**src/rtl/i2c_codec_seq.sv**
```systemverilog
// rtl/i2c_codec_seq.sv - I2C codec configuration sequencer driving an I2C bit engine over GO/END/ACK
module i2c_codec_seq #(
  parameter int         DEPTH      = 16,
  parameter int         NUM_CMD    = 9,
  parameter logic [6:0] DEV_ADDR   = 7'h1A,
  parameter int         MAX_RETRY  = 3,
  parameter int         GAP_CYC    = 4,
  parameter int         TIMEOUT    = 255,
  parameter int         AUTO_START = 1,
  localparam int        AW         = $clog2(DEPTH)
) (
  input  logic          clk_i2c,
  input  logic          reset_n,
  input  logic          start,
  input  logic          tbl_we,
  input  logic [AW-1:0] tbl_addr,
  input  logic [15:0]   tbl_wdata,
  input  logic          req_valid,
  input  logic [15:0]   req_data,
  output logic          req_ready,
  output logic [23:0]   i2c_data,
  output logic          i2c_go,
  input  logic          i2c_end,
  input  logic [2:0]    i2c_ack,
  output logic          busy,
  output logic          done,
  output logic          error,
  output logic [AW-1:0] cmd_index
);

  localparam logic [2:0] S_IDLE     = 3'd0;
  localparam logic [2:0] S_ISSUE    = 3'd1;
  localparam logic [2:0] S_WAIT_END = 3'd2;
  localparam logic [2:0] S_CHECK    = 3'd3;
  localparam logic [2:0] S_GAP      = 3'd4;
  localparam logic [2:0] S_READY    = 3'd5;
  localparam logic [2:0] S_ERROR    = 3'd6;

  // Boot-time codec register image, {reg[6:0], data[8:0]}
  function automatic logic [15:0] dflt_entry(input int idx);
    case (idx)
      0:       dflt_entry = 16'h1E00;  // 0F:000 reset
      1:       dflt_entry = 16'h0C00;  // 06:000 power down control
      2:       dflt_entry = 16'h1002;  // 08:002 sampling control
      3:       dflt_entry = 16'h0479;  // 02:079 left headphone out
      4:       dflt_entry = 16'h0679;  // 03:079 right headphone out
      5:       dflt_entry = 16'h0E01;  // 07:001 digital audio format
      6:       dflt_entry = 16'h1201;  // 09:001 active
      7:       dflt_entry = 16'h0814;  // 04:014 analogue path
      8:       dflt_entry = 16'h0A06;  // 05:006 digital path
      default: dflt_entry = 16'h0000;
    endcase
  endfunction

  logic [15:0] tbl [DEPTH];
  logic [2:0]  state;
  logic [15:0] to_cnt;
  logic [15:0] gap_cnt;
  logic [3:0]  retry_cnt;
  logic        fail;
  logic        rt_mode;
  logic [15:0] req_hold;

  // Command table: reloads defaults on reset, accepts writes in any state
  always_ff @(posedge clk_i2c or negedge reset_n) begin
    if (!reset_n) begin
      for (int i = 0; i < DEPTH; i++) tbl[i] <= dflt_entry(i);
    end else if (tbl_we) begin
      tbl[tbl_addr] <= tbl_wdata;
    end
  end

  // Sequencer: issue, wait for completion or timeout, retry or advance, then idle in READY/ERROR
  always_ff @(posedge clk_i2c or negedge reset_n) begin
    if (!reset_n) begin
      state     <= S_IDLE;
      i2c_go    <= 1'b0;
      i2c_data  <= 24'h0;
      done      <= 1'b0;
      cmd_index <= '0;
      retry_cnt <= 4'd0;
      to_cnt    <= 16'd0;
      gap_cnt   <= 16'd0;
      fail      <= 1'b0;
      rt_mode   <= 1'b0;
      req_hold  <= 16'h0;
    end else begin
      case (state)
        S_IDLE: begin
          if (AUTO_START != 0 || start) begin
            cmd_index <= '0;
            retry_cnt <= 4'd0;
            rt_mode   <= 1'b0;
            state     <= S_ISSUE;
          end
        end
        S_ISSUE: begin
          i2c_data <= {DEV_ADDR, 1'b0, rt_mode ? req_hold : tbl[cmd_index]};
          i2c_go   <= 1'b1;
          to_cnt   <= 16'd0;
          state    <= S_WAIT_END;
        end
        S_WAIT_END: begin
          to_cnt <= to_cnt + 16'd1;
          if (i2c_end) begin
            fail   <= |i2c_ack;
            i2c_go <= 1'b0;
            state  <= S_CHECK;
          end else if (to_cnt + 16'd1 == 16'(TIMEOUT)) begin
            // A silent controller is treated exactly like a NACK
            fail   <= 1'b1;
            i2c_go <= 1'b0;
            state  <= S_CHECK;
          end
        end
        S_CHECK: begin
          i2c_go  <= 1'b0;
          gap_cnt <= 16'd0;
          if (fail) begin
            if (retry_cnt != 4'd15) retry_cnt <= retry_cnt + 4'd1;
            // retry_cnt counts earlier failures; this one makes retry_cnt+1
            if (32'(retry_cnt) >= MAX_RETRY) state <= S_ERROR;
            else                             state <= S_GAP;
          end else begin
            retry_cnt <= 4'd0;
            state     <= S_GAP;
          end
        end
        S_GAP: begin
          if (gap_cnt + 16'd1 >= 16'(GAP_CYC)) begin
            if (fail) begin
              state <= S_ISSUE;
            end else if (rt_mode) begin
              done  <= 1'b1;
              state <= S_READY;
            end else if (32'(cmd_index) + 32'd1 < NUM_CMD) begin
              cmd_index <= cmd_index + 1'b1;
              state     <= S_ISSUE;
            end else begin
              done  <= 1'b1;
              state <= S_READY;
            end
          end else begin
            gap_cnt <= gap_cnt + 16'd1;
          end
        end
        S_READY: begin
          if (start) begin
            done      <= 1'b0;
            cmd_index <= '0;
            retry_cnt <= 4'd0;
            rt_mode   <= 1'b0;
            state     <= S_ISSUE;
          end else if (req_valid) begin
            // Runtime write keeps cmd_index and done untouched
            req_hold  <= req_data;
            retry_cnt <= 4'd0;
            rt_mode   <= 1'b1;
            state     <= S_ISSUE;
          end
        end
        S_ERROR: begin
          if (start) begin
            done      <= 1'b0;
            cmd_index <= '0;
            retry_cnt <= 4'd0;
            rt_mode   <= 1'b0;
            state     <= S_ISSUE;
          end
        end
        default: state <= S_IDLE;
      endcase
    end
  end

  // Status decoded from state so reset clears it asynchronously
  always_comb begin
    busy      = (state == S_ISSUE) || (state == S_WAIT_END) ||
                (state == S_CHECK) || (state == S_GAP);
    error     = (state == S_ERROR);
    req_ready = (state == S_READY) && !start;
  end

endmodule

```
**config.mk**
```make
export PLATFORM = sky130hd
export DESIGN_NAME = i2c_codec_seq
export DESIGN_NICKNAME = d
export VERILOG_FILES = /design/src/rtl/i2c_codec_seq.sv
export SDC_FILE = /design/constraint.sdc
export NUM_CORES = 1
export LEC_CHECK = 0
export ABC_AREA = 0
export CORE_ASPECT_RATIO = 1.1
export CORE_UTILIZATION = 50
export DETAILED_ROUTE_END_ITERATION = 10
export PLACE_DENSITY = 0.68
export SETUP_SLACK_MARGIN = 0.4
export SLEW_MARGIN = 20
export SYNTH_ARGS = -nofsm -noshare
export SYNTH_HDL_FRONTEND = slang
export SYNTH_SLANG_ARGS = --single-unit
```
**constraint.sdc**
```tcl
create_clock -name clk_i2c -period 2.8 [get_ports clk_i2c]
set_input_delay 0.56 -clock clk_i2c [delete_from_list [all_inputs] [get_ports clk_i2c]]
set_output_delay 0.56 -clock clk_i2c [all_outputs]
set_load 0.05 [all_outputs]
```
# Yosys cells after proc, flatten, opt, wreduce, memory -nomap -nowiden
# Cells that the tools add are included.
# op_classes
n_addsub	5
n_lt_le_gt_ge	6
n_reduce_logical	26
eq_ne	19
n_shift	0
n_div	0
muxes	47
multipliers	0
n_bitwise	3
# op_table
operator	count
bitwise mux 256 bit	1
two-way mux 16 bit	5
binary-select mux 16 bit (select 4 bit)	1
demux 16 bit (select 4 bit)	1
case mux 16 bit (2 select lines)	2
two-way mux 4 bit	9
adder 16 x 1 -> 16 bit, second input constant	2
two-way mux 3 bit	10
case mux 3 bit (7 select lines)	1
equality test 16 x 8 -> 1 bit, second input constant	1
>= comparator 16 x 3 -> 1 bit, second input constant	1
case mux 4 bit (4 select lines)	1
!= test 2 bit, second input constant	6
!= test 3 bit, second input constant	4
case mux 4 bit (3 select lines)	1
two-way mux 1 bit	11
>= comparator 5 bit, second input constant	2
inverter 4 -> 5 bit	2
equality test 3 bit, second input constant	3
nonzero test 3 bit	3
adder 4 x 1 -> 4 bit, second input constant	2
AND reduction 4 bit	2
nonzero test 2 bit	4
equality test 3 x 2 -> 1 bit, second input constant	2
22 further kinds	29
# word_totals
mem_bits_rw	0
elab_cells	133
latchBits	0
regBits	336
memories	0
mem_bits_ro	0

# Depth between registers and ports, before layout
# logic_depth
word_depth	7
mapped_depth	9
ltp_nobuf	8

# Worst setup path before layout
# Ideal clock, no wire load.
# synth_path
path_kind	register to register
startpoint	reg state[2]
endpoint	reg req_hold[10]
setup_slack_ns	-0.298
period_less_slack_ns	3.098
arrival_ns	2.973
stages_incl_launch_ff	7
required_ns	2.675
cell_sequence	dfrtp_1 > clkbuf_1 > nand2b_1 > nor3b_1 > nand2_1 > clkbuf_1 > mux2_2
# synth_between
elab_chain_cells	2
# synth_lines
element	line	rtl
start, declared	56	logic [2:0] state;
start signal, assigned	76	state <= S_IDLE;
start signal, assigned	94	state <= S_ISSUE;
start signal, assigned	101	state <= S_WAIT_END;
equality test 3 bit	88	case (state)
AND reduction 3 bit (no line)	-	
end signal, assigned	156	req_hold <= req_data;
end, declared	62	logic [15:0] req_hold;
# Every way passes these cells.
# A chain may end at the register's enable or synchronous reset.

# Worst setup path in the final report
# layout_path
startpoint	reg gap_cnt[3]
endpoint	reg state[0]
# layout_between
elab_chain_cells	4
# layout_lines
element	line	rtl
start, declared	58	logic [15:0] gap_cnt;
start signal, assigned	144	gap_cnt <= gap_cnt + 16'd1;
adder 16 x 1 -> 16 bit	130	if (gap_cnt + 16'd1 >= 16'(GAP_CYC)) begin
>= comparator 16 x 3 -> 1 bit	130	
!= test 2 bit (no line)	-	
AND reduction 4 bit (no line)	-	
end signal, assigned	132	state <= S_ISSUE;
end signal, assigned	135	state <= S_READY;
end signal, assigned	138	state <= S_ISSUE;
# Every way passes these cells.

==> metrics.md <==
| Metric | Value |
|---|---|
| DRC errors left | `0` |
| Status | `complete, but fails checks` |
| Most common cell after layout, fill and taps aside | `dfrtp_1` |
| Post-synth EDFFs | `0` |
| Cts-stage hold buffer count | `0` |
| Layout area overhead | `19.3%` |
| Grt ovf | `0` |
| Hold Path Class | `input pin to asynchronous set/reset pin` |
| Vias per inst | `5.79` |
| GRT Total Usage | `roughly 23%` |
| Global placement routability congestion | `0.829` |
| Post-route setup slack | `0.406 ns` |
| Top-level port count | `78` |
| Vias in the first global route | `~9,900` |
| Clock Skew | `0.0175 ns` |
| Clock slew at reported path FFs | `0.06 ns` |
| Layout cells sized above 1 | `47.4%` |
| Fin. Hold Viols | `8` |
| Drt wl/cell | `21.5 µm` |
| VDD IR max | `0.534 mV` |
| Initial antenna violation count | `1` |
| Fin area | `0.0187 mm²` |
| Post-route insts no fill | `1,642` |
| Slew Viols, Final | `0` |
| Failing checks | `hold timing` |
| Leak | `7.73 nW` |
| Clk_lat worst skew | `0.52 ns` |
| Largest net degree at the start of global routing | `70` |
| Clock sinks | `between 300 and 400` |
| Drt total wl | `between 30,000 and 40,000 µm` |
| Final setup vio count | `0` |
| Asr flop ratio synth | `100%` |
| Worst Hold Slack | `-0.00923 ns` |
| DRT iter0 DRCs | `769` |
| Initial Utilization | `51.1%` |
| Nature of the critical path endpoint | `flop` |
| Core Rows | `67` |
| Crit path kind | `flop to flop` |
| Slew Limit Headroom | `55.4%` |
| Die span in y | `188 µm` |
| Die width | `171 µm` |
| Dpl hpwl | `22,400 µm` |
| Most frequent cells in the layout | `dfrtp_1 (295), mux2_2 (272), mux4_2 (80), clkdlybuf4s50_1 (64), buf_4 (54)` |
| TritonCTS clock tree | `built` |
| Synth Register Bits | `336` |
| Full die area | `0.0321 mm²` |
| Fmax | `0.418 GHz` |
| Cell area after synthesis | `0.0157 mm²` |
| Avg Cell Area, Syn | `14.2 µm²` |
| Root Driver | `clkbuf_16` |
| Critical Path Source Type | `flop` |
| Max_cap viols | `0` |
| Final core utilization | `about three fifths` |
| Ys Warns | `0` |
| First-pass GRT wire length | `approximately 57,000 µm` |
| Max Root-Sink Buffers | `3` |
| RSZ-0062 raised after global routing | `true` |
| Ys flop type | `dfrtp_1` |
| Layout net count | `1,250` |
| Dpl cell area | `0.0172 mm²` |
| Crit share post-route | `between 80% and 90%` |
| Worst reg2reg startpoint | `gap_cnt[3]` |
| CTS H-tree depth | `2` |
| Routed Antenna Nets | `0` |
| CTS buffer count | `37` |
| # port buffers | `72` |
| WP data arrival | `about 2.8 ns` |
| Fillers | `2,372` |
| Actual slew at the worst max-slew pin | `0.668 ns` |
| Setup_tns | `0 ns` |
| Core area | `just over 0.03 mm²` |
| CP required | `~3.2 ns` |
| Vias | `roughly 9,500` |
| Setup crit start | `gap_cnt[3]` |
| Number of distinct library cells after synthesis | `63` |
| Drt first pass iters | `5` |
| Sequential area share after synthesis | `between 50% and 60%` |
| CP max FO | `6` |
| Final Critical Period | `2.39 ns` |
| Gate count of the mapped netlist | `around 1,100` |
| CP cell instances | `and3_4, and3_4, or3_1, a211o_1, nor3_4, buf_4, buf_4, o32a_2, o21ai_2` |
| Setup WS pre-CTS | `0.246 ns` |
| Placed cell count | `1,560` |
| Worst path max stage delay | `0.45 ns` |
| Slowest cell on the critical path | `dfrtp_2` |
| Pwr Density | `900 mW/mm²` |
==> critical path: cells and delay by family, from the launching register on <==
family          cells  cell delay [ns]
flops               1             0.45
compound gates      3             0.54
simple gates        4             1.01
buf+inv             2             0.27
==> kinds of logic (layout without fill, tap and decap cells) <==
| logic type | after synthesis | count (layout) | share of synthesized area [%] |
|---|---|---|---|
| flip-flops | 336 | 336 | 53.9 |
| XOR/XNOR | 10 | 10 | 0.558 |
| multiplexers | 370 | 370 | 32.2 |
| AO/OA/AOI/OAI | 102 | 102 | 4.09 |
| buffers and inverters | 91 | 212 | 2.50 |
| other | 1 | 6 | 0.0239 |
| adder cells (fa/ha/maj) | 5 | 5 | 0.399 |
| AND/OR/NAND/NOR | 187 | 187 | 6.37 |
==> layout make-up <==
| cell class | instances | area (µm²) | share of cell area (%) |
|---|---|---|---|
| sequential | 336 | 8460 | 45.2 |
| clock inverter | 15 | 169 | 0.903 |
| timing repair buffer | 140 | 1470 | 7.84 |
| tap | 414 | 518 | 2.77 |
| inverter | 6 | 22.5 | 0.120 |
| multi-input combinational | 679 | 7010 | 37.5 |
| antenna | 1 | 2.50 | 0.0134 |
| clock buffer | 51 | 1060 | 5.66 |
==> repair_timing <==
action                                  in CTS  in global routing
hold endpoints to repair                     0                  0
pin swaps                                    2                  7
buffers inserted                             3                  9
resized for setup                           14                 23
gates cloned                                 2                  1
endpoints found under the setup margin      35                 30
==> per-stage QoR <==
stage	power [mW]	hold slack (ns)
final	16.8	-0.00923
after global routing	17.7	0.0108
after CTS	16.9	0.00666
after detailed placement	11.8	0.488
after global placement	11.6	0.482
after floorplan	10.3	0.264
==> worst paths after layout <==
kind                             end  slack (ns)  cells past startpoint
min reg2reg                 tbl[217]        0.50                      1
max reg2reg                 state[0]        0.41                      9
min                        to_cnt[8]      -0.009                      1
max                         state[0]        0.41                      9
max in group asynchronous   tbl[195]        1.95                      2
min in group clk_i2c        tbl[217]        0.50                      1
==> registers in the layout, indices dropped and copies added, names as in the netlist <==
name / flops
tbl: 256
i2c_data: 17
gap_cnt: 16
req_hold: 16
to_cnt: 16
cmd_index: 4
retry_cnt: 4
state: 3
done: 1
fail: 1
i2c_go: 1
rt_mode: 1
==> power breakdown <==
part / internal, mW / switching (mW) / total, mW / leakage [nW]
logic: 2.66 / 2.47 / 5.13 / 3.03
clock network: 2.93 / 1.96 / 4.89 / 0.600
registers: 6.12 / 0.696 / 6.82 / 4.10
total: 11.7 / 5.13 / 16.8 / 7.73
==> cells in the mapped netlist (all sizes together), types with 2 or more instances <==
| cell | n | area share [%] |
|---|---|---|
| a2111oi | 2 | 0.15 |
| a211oi | 2 | 0.096 |
| a21o | 4 | 0.21 |
| a21oi | 22 | 0.77 |
| a311oi | 2 | 0.11 |
| a31oi | 8 | 0.32 |
| and2 | 19 | 0.93 |
| and3 | 8 | 0.35 |
| buf | 26 | 0.94 |
| clkbuf | 59 | 1.4 |
| dfrtp | 301 | 48 |
| dfstp | 35 | 5.9 |
| ha | 5 | 0.40 |
| inv | 6 | 0.14 |
| mux2 | 273 | 20 |
| mux2i | 17 | 1.1 |
| mux4 | 80 | 11 |
| nand2 | 26 | 0.62 |
| nand2b | 8 | 0.32 |
| nand3 | 21 | 0.70 |
| nand3b | 2 | 0.096 |
| nand4 | 11 | 0.44 |
| nor2 | 57 | 1.4 |
| nor2b | 6 | 0.24 |
| nor3 | 8 | 0.36 |
| nor3b | 2 | 0.096 |
| nor4 | 8 | 0.36 |
| o211ai | 3 | 0.14 |
| o21ai | 42 | 1.4 |
| o31ai | 9 | 0.43 |
| o32a | 2 | 0.14 |
| or2 | 4 | 0.16 |
| or3 | 3 | 0.12 |
| xnor2 | 4 | 0.22 |
| xor2 | 6 | 0.33 |
==> metal layers <==
metal	up-vias	global-route usage (%)	wire, µm
met5	-	0	0
met4	0	5.12	607
met3	40	3.46	1410
met2	190	39.0	17800
met1	5001	31.4	15500
li1	4270	-	-
Note: power is estimated with default switching activity, not from simulation.
